$ cat src/rtl/fmul_sched_pkg.sv
// fmul_sched_pkg: shared widths, tag type and helpers for the FP32 multiply scheduler.
// Rev 1.0
`default_nettype none

package fmul_sched_pkg;

  localparam int FP32_W          = 32;
  localparam int MUL_LATENCY_DEF = 7;
  localparam int MAX_REQ         = 8;
  localparam int ID_W            = 3;

  // Ceiling log2; clog2(1) = 0.
  function automatic int clog2(input int value);
    int res;
    res = 0;
    for (int i = 0; i < 31; i++) begin
      if ((1 << i) < value) res = i + 1;
    end
    return res;
  endfunction

  typedef struct packed {
    logic            vld;
    logic [ID_W-1:0] id;
  } tag_t;

endpackage

`default_nettype wire

$ cat src/rtl/fmul_rr_scheduler_arbiter.sv
// rr_arbiter: round-robin grant from an eligibility vector, pointer advances past each grant.
// Rev 1.0
`default_nettype none

module rr_arbiter
  import fmul_sched_pkg::*;
#(
  parameter int NUM_REQ = 4
) (
  input  logic               clkn,
  input  logic               rstn,
  input  logic [NUM_REQ-1:0] req,
  output logic [NUM_REQ-1:0] grant,
  output logic [ID_W-1:0]    grant_id
);

  logic [ID_W-1:0] ptr;
  logic            found;
  int              idx;

  always_comb begin
    grant    = '0;
    grant_id = '0;
    found    = 1'b0;
    idx      = 0;
    for (int k = 0; k < NUM_REQ; k++) begin
      idx = int'(ptr) + k;
      if (idx >= NUM_REQ) idx = idx - NUM_REQ;
      if (!found && req[idx]) begin
        found      = 1'b1;
        grant_id   = ID_W'(idx);
        grant[idx] = 1'b1;
      end
    end
  end

  always_ff @(negedge clkn or negedge rstn) begin
    if (!rstn) begin
      ptr <= '0;
    end else if (found) begin
      ptr <= (int'(grant_id) == NUM_REQ - 1) ? '0 : grant_id + ID_W'(1);
    end
  end

endmodule

`default_nettype wire

$ cat src/rtl/fmul_rr_scheduler.sv
// fmul_rr_scheduler: round-robin sharing of one fixed-latency FP32 multiplier, results routed back by tag.
// Rev 1.0
`default_nettype none

module fmul_rr_scheduler
  import fmul_sched_pkg::*;
#(
  parameter int NUM_REQ     = 4,
  parameter int MUL_LATENCY = MUL_LATENCY_DEF,
  parameter int MAX_OUT     = 4
) (
  input  logic                      clkn_i,
  input  logic                      rstn_i,
  input  logic [NUM_REQ-1:0]        req_valid_i,
  output logic [NUM_REQ-1:0]        req_ready_o,
  input  logic [NUM_REQ*FP32_W-1:0] req_a_i,
  input  logic [NUM_REQ*FP32_W-1:0] req_b_i,
  output logic [NUM_REQ-1:0]        resp_valid_o,
  output logic [FP32_W-1:0]         resp_data_o,
  output logic [FP32_W-1:0]         mul_a_o,
  output logic [FP32_W-1:0]         mul_b_o,
  input  logic [FP32_W-1:0]         mul_result_i,
  output logic                      busy_o
);

  localparam int CNT_W = clog2(MAX_OUT + 1);

  logic [CNT_W-1:0]   out_cnt [NUM_REQ];
  logic [NUM_REQ-1:0] eligible;
  logic [NUM_REQ-1:0] grant;
  logic [ID_W-1:0]    grant_id;
  logic               accept;
  logic [FP32_W-1:0]  sel_a;
  logic [FP32_W-1:0]  sel_b;
  logic [NUM_REQ-1:0] retire;

  // Entry 0 pairs with the operand registers; entry MUL_LATENCY lines up with mul_result_i.
  tag_t tag_line [MUL_LATENCY+1];

  for (genvar g = 0; g < NUM_REQ; g++) begin : g_elig
    assign eligible[g] = req_valid_i[g] && (out_cnt[g] < CNT_W'(MAX_OUT));
  end

  rr_arbiter #(
    .NUM_REQ (NUM_REQ)
  ) u_arb (
    .clkn     (clkn_i),
    .rstn     (rstn_i),
    .req      (eligible),
    .grant    (grant),
    .grant_id (grant_id)
  );

  assign req_ready_o = grant;
  assign accept      = |grant;
  assign sel_a       = req_a_i[int'(grant_id)*FP32_W +: FP32_W];
  assign sel_b       = req_b_i[int'(grant_id)*FP32_W +: FP32_W];

  always_comb begin
    retire = '0;
    for (int k = 0; k < NUM_REQ; k++) begin
      retire[k] = tag_line[MUL_LATENCY].vld && (tag_line[MUL_LATENCY].id == ID_W'(k));
    end
  end

  always_ff @(negedge clkn_i or negedge rstn_i) begin
    if (!rstn_i) begin
      mul_a_o <= '0;
      mul_b_o <= '0;
      for (int k = 0; k <= MUL_LATENCY; k++) tag_line[k] <= '0;
    end else begin
      mul_a_o     <= accept ? sel_a : '0;
      mul_b_o     <= accept ? sel_b : '0;
      tag_line[0] <= '{vld: accept, id: grant_id};
      for (int k = 1; k <= MUL_LATENCY; k++) tag_line[k] <= tag_line[k-1];
    end
  end

  always_ff @(negedge clkn_i or negedge rstn_i) begin
    if (!rstn_i) begin
      resp_valid_o <= '0;
      resp_data_o  <= '0;
    end else begin
      resp_valid_o <= retire;
      if (tag_line[MUL_LATENCY].vld) resp_data_o <= mul_result_i;
    end
  end

  // A retire and an accept for the same requester on one edge cancel out.
  always_ff @(negedge clkn_i or negedge rstn_i) begin
    if (!rstn_i) begin
      for (int k = 0; k < NUM_REQ; k++) out_cnt[k] <= '0;
    end else begin
      for (int k = 0; k < NUM_REQ; k++) begin
        if (grant[k] && !retire[k]) out_cnt[k] <= out_cnt[k] + CNT_W'(1);
        else if (!grant[k] && retire[k]) out_cnt[k] <= out_cnt[k] - CNT_W'(1);
      end
    end
  end

  always_comb begin
    busy_o = |resp_valid_o;
    for (int k = 0; k <= MUL_LATENCY; k++) busy_o = busy_o | tag_line[k].vld;
  end

endmodule

`default_nettype wire
$ cat config.mk
export PLATFORM = sky130hd
export DESIGN_NAME = fmul_rr_scheduler
export DESIGN_NICKNAME = d
export VERILOG_FILES = /design/src/rtl/fmul_sched_pkg.sv /design/src/rtl/fmul_rr_scheduler_arbiter.sv /design/src/rtl/fmul_rr_scheduler.sv
export SDC_FILE = /design/constraint.sdc
export NUM_CORES = 1
export LEC_CHECK = 0
export BUFFER_PORTS_ARGS = -buffer_cell sky130_fd_sc_hd__buf_2
export CAP_MARGIN = 10
export CORE_AREA = 3 3 155 157
export DETAILED_ROUTE_END_ITERATION = 12
export DIE_AREA = 0 0 158 160
export HOLD_SLACK_MARGIN = 0.15
export SYNTH_ARGS = -nofsm -noshare
export SYNTH_HDL_FRONTEND = slang
export SYNTH_SLANG_ARGS = --single-unit
export TNS_END_PERCENT = 100
$ cat constraint.sdc
create_clock -name clkn_i -period 3.9 [get_ports clkn_i]
set_clock_uncertainty 0.2 [all_clocks]
set_input_delay 0.195 -clock clkn_i [delete_from_list [all_inputs] [get_ports clkn_i]]
set_output_delay 0.195 -clock clkn_i [all_outputs]
set_load 0.01 [all_outputs]
==> run_results.csv <==
group,metric,value,unit
global_routing,grt_remaining_overflow,0,
detailed_routing,via_per_inst,4.731,
global_routing,grt_pass1_vias,6701,
cells_and_area,area_delta_synth_final,64.49,%
placement,portBuffers,398,
clock_tree,numCtsBuffers,17,
synthesis,synth_edf_count,0,
detailed_routing,first_pass_iters,4,
cells_and_area,drive_above_1_share,74.68,%
synthesis,yosys.area_share.xor_xnor,1.452,%
timing,tightest_slew,0.5410,ns
cells_and_area,fin_nets,1317,
timing,relSlewSlack,63.94,%
cells_and_area,final_common_cell,"buf_2",
cells_and_area,design_area,11910,sq um
pwr,vdd_drop_max,0.5623,mV
worst_setup_path,critPathLaunchType,"flip-flop",
synthesis,ys_seq_elements,147,
flow_run,max-cap-violations,0,
clock_tree,cts-root-buf,"clkbuf_16",
run_status,status,"complete, but fails checks",
floorplanning,fp-row-count,55,
global_routing,antenna_found_initial,3,
timing,finalMaxSlewViolations,0,
run_status,violations,"negative setup slack",
pwr,p_leak,5.906,nW
global_routing,grt_max_degree,56,
floorplanning,die_x,158,um
placement,postPlaceCellArea,10310,sq um
detailed_routing,drc_errors,0,
floorplanning,pin_count,399,
global_routing,grtUsageMet1,23.65,%
worst_setup_path,worstPathRequired,3.50,ns
cells_and_area,multiInputGateArea,3687,sq um
placement,dp_cells,1216,
synthesis,synth_nets,786,
detailed_routing,wirelength,25140,um
placement,dpl.hpwl,19100,um
worst_setup_path,crit_type,"reg -> out",
clock_tree,cts_tree,"done",
clock_tree,worst_skew_pair.late_latency,0.40,ns
synthesis,yosysSeqAreaShare,50.80,%
global_routing,busiest_layer,"met2",
detailed_routing,vias,6179,
clock_tree,ctsLongestPathBuffers,2,
cells_and_area,final_cell_mix,"389 x buf_2, 147 x dfrtn_1, 73 x buf_4",
floorplanning,die_h,160,um
floorplanning,initial_core_util,31.98,%
worst_setup_path,path_max_fanout,5,
worst_setup_path,end_kind,"primary output",
synthesis,synth_compound_area_share,3.093,%
synthesis,async_flop_share,100.0,%
cells_and_area,seq_area,3679,sq um
timing,rsz0062_at_grt,"true",
synthesis,syn_avg_cell_area,15.24,sq um
synthesis,synth_top_area_share,50.80,%
timing,layout_setup_ws,-0.9114,ns
synthesis,synth_mux_area_share,25.97,%
worst_setup_path,critPathMostFrequentCell,"buf_6",
detailed_routing,wl_per_cell,19.25,um
clock_tree,htree_num_levels,4,
global_routing,grtUsageMet2,34.34,%
detailed_routing,final_antenna_net_count,0,
floorplanning,die_area,25280,sq um
synthesis,synth-simple-area-share,12.39,%
synthesis,netlist_area,7241,sq um
synthesis,ys_warn_count,0,
worst_setup_path,worst_ep_arrival_time,4.42,ns
clock_tree,cts_sinks,147,
synthesis,synth_top_area_cell,"dfrtn_1",
worst_setup_path,path_cells,"inv_2, ha_4, mux4_2, nor4b_4, a32o_1, a221o_2, buf_6, buf_6",
timing,hold_viol,0,
clock_tree,clk_pin_slew,0.05,ns
synthesis,synth_top_family_by_area,"multiplexers",
pwr,cellPowerDensity,1104,nW/um^2
timing,setup_tns,-58.69,ns
synthesis,syn_inst,475,
timing,finalSetupViolations,85,
synthesis,synthFlopType,"dfrtn_1",
cells_and_area,fillCellCount,1938,
worst_setup_path,cpPeakStageDelay,0.42,ns
global_routing,grtUsageMet3,5.312,%
synthesis,synth_fa_ha_area_share,3.352,%
synthesis,synth.area.top_cells,"dfrtn_1 51%, mux4_2 20%, nor2b_2 7.3%",
synthesis,synthDistinctLibCells,44,
global_routing,gr-usage-all-layers,19.57,%
cells_and_area,instances_no_fill,1306,
hold_path,hold_class,"reg -> reg",
detailed_routing,initialDrtViolationCount,262,
worst_setup_path,cp_slowest_cell,"dfrtn_1",
placement,gp_congestion,0.9027,
floorplanning,core_area,22640,sq um
global_routing,grt_pass1_wl,37330,um
## cell usage after synthesis, drive strengths merged (2+ instances only)
cell and number:
dfrtn 147, nor2b 69, mux4 65, mux2 37, buf 20, inv 15, nand2 15, ha 13
nor3 11, nor2 8, xor2 8, clkbuf 7, o21ai 6, nand3 5, nor4 5, fa 4
xnor2 4, a22o 3, a31oi 3, nand2b 3, or2 3, or2b 3, or3 3, a211oi 2
a21boi 2, o211ai 2, o22ai 2
## repair_timing
item,in CTS,in global routing
pin swaps,17,11
endpoints found under the setup margin,86,85
endpoints found under the hold margin,26,0
buffers inserted,26,7
cloned,4,1
gates resized for setup,67,34
hold buffers,26,0
## critical path, delay by kind of cell, from the launching register on
| kind | cells | cell delay, ns |
|---|---|---|
| AOI/OAI and AO/OA | 2 | 0.55 |
| adders and majority gates | 1 | 0.28 |
| buffers and inverters | 3 | 0.32 |
| DFF | 1 | 0.42 |
| muxes | 1 | 0.32 |
| and+or+nand+nor | 1 | 0.17 |
## routing by layer
metal,vias to the layer above,wire [um]
met5,-,0
met4,0,309
met3,23,1956
met2,288,13010
met1,3061,9867
li1,2807,-
## cells by family after synthesis
group	count (synthesis)
DFF	147
and+or+nand+nor	128
muxes	102
buffers and inverters	42
AOI/OAI and AO/OA	27
adders and majority gates	17
xor gates and xnor gates	12
## registers in the layout, indices dropped and copies added (netlist names)
register / flops
resp_data_o: 32
resp_valid_o: 4
u_arb.ptr: 3
mul_a_o: 32
mul_b_o: 32
tag_line: 32
out_cnt: 12
## power breakdown
group	internal (mW)	total, mW	leakage [nW]	switching [mW]
Combinational	5.05	8.83	3.77	3.78
Sequential	2.31	2.61	1.83	0.293
Clock	0.995	1.71	0.307	0.714
## through the flow
step	setup WS [ns]	utilization (%)	power, mW	hold WS (ns)
2_1_floorplan	-0.9546	-	7.135	0.09175
3_3_place_gp	-1.037	45.53	9.552	0.09198
3_5_place_dp	-1.078	45.53	9.629	0.09522
4_1_cts	-0.9086	52.01	13.08	0.1548
5_1_grt	-0.9931	52.61	14.02	0.1654
6_report	-0.9114	52.61	13.14	0.1578
## layout make-up
type                       count  area share, %
clock inverter                14          1.534
inverter                      15         0.5358
antenna                        2        0.04202
clock buffer                  18          3.687
sequential                   147          30.89
timing repair buffer         539          29.36
multi-input combinational    286          30.96
tap                          285          2.994
## final timing paths
kind / from / to / slack (ns) / cells past startpoint
max in group asynchronous: rstn_i / u_arb.ptr[2] / 1.45 / 2
min in group asynchronous: rstn_i / resp_valid_o[3] / 1.40 / 1
worst min register to register: tag_line[15] / tag_line[11] / 0.16 / 0
worst max register to register: u_arb.ptr[0] / mul_b_o[15] / 0.54 / 13
worst min-delay path: tag_line[15] / tag_line[11] / 0.16 / 0
worst max-delay path: u_arb.ptr[0] / req_ready_o[0] / -0.91 / 8
Power figures use the tool's default switching activity.
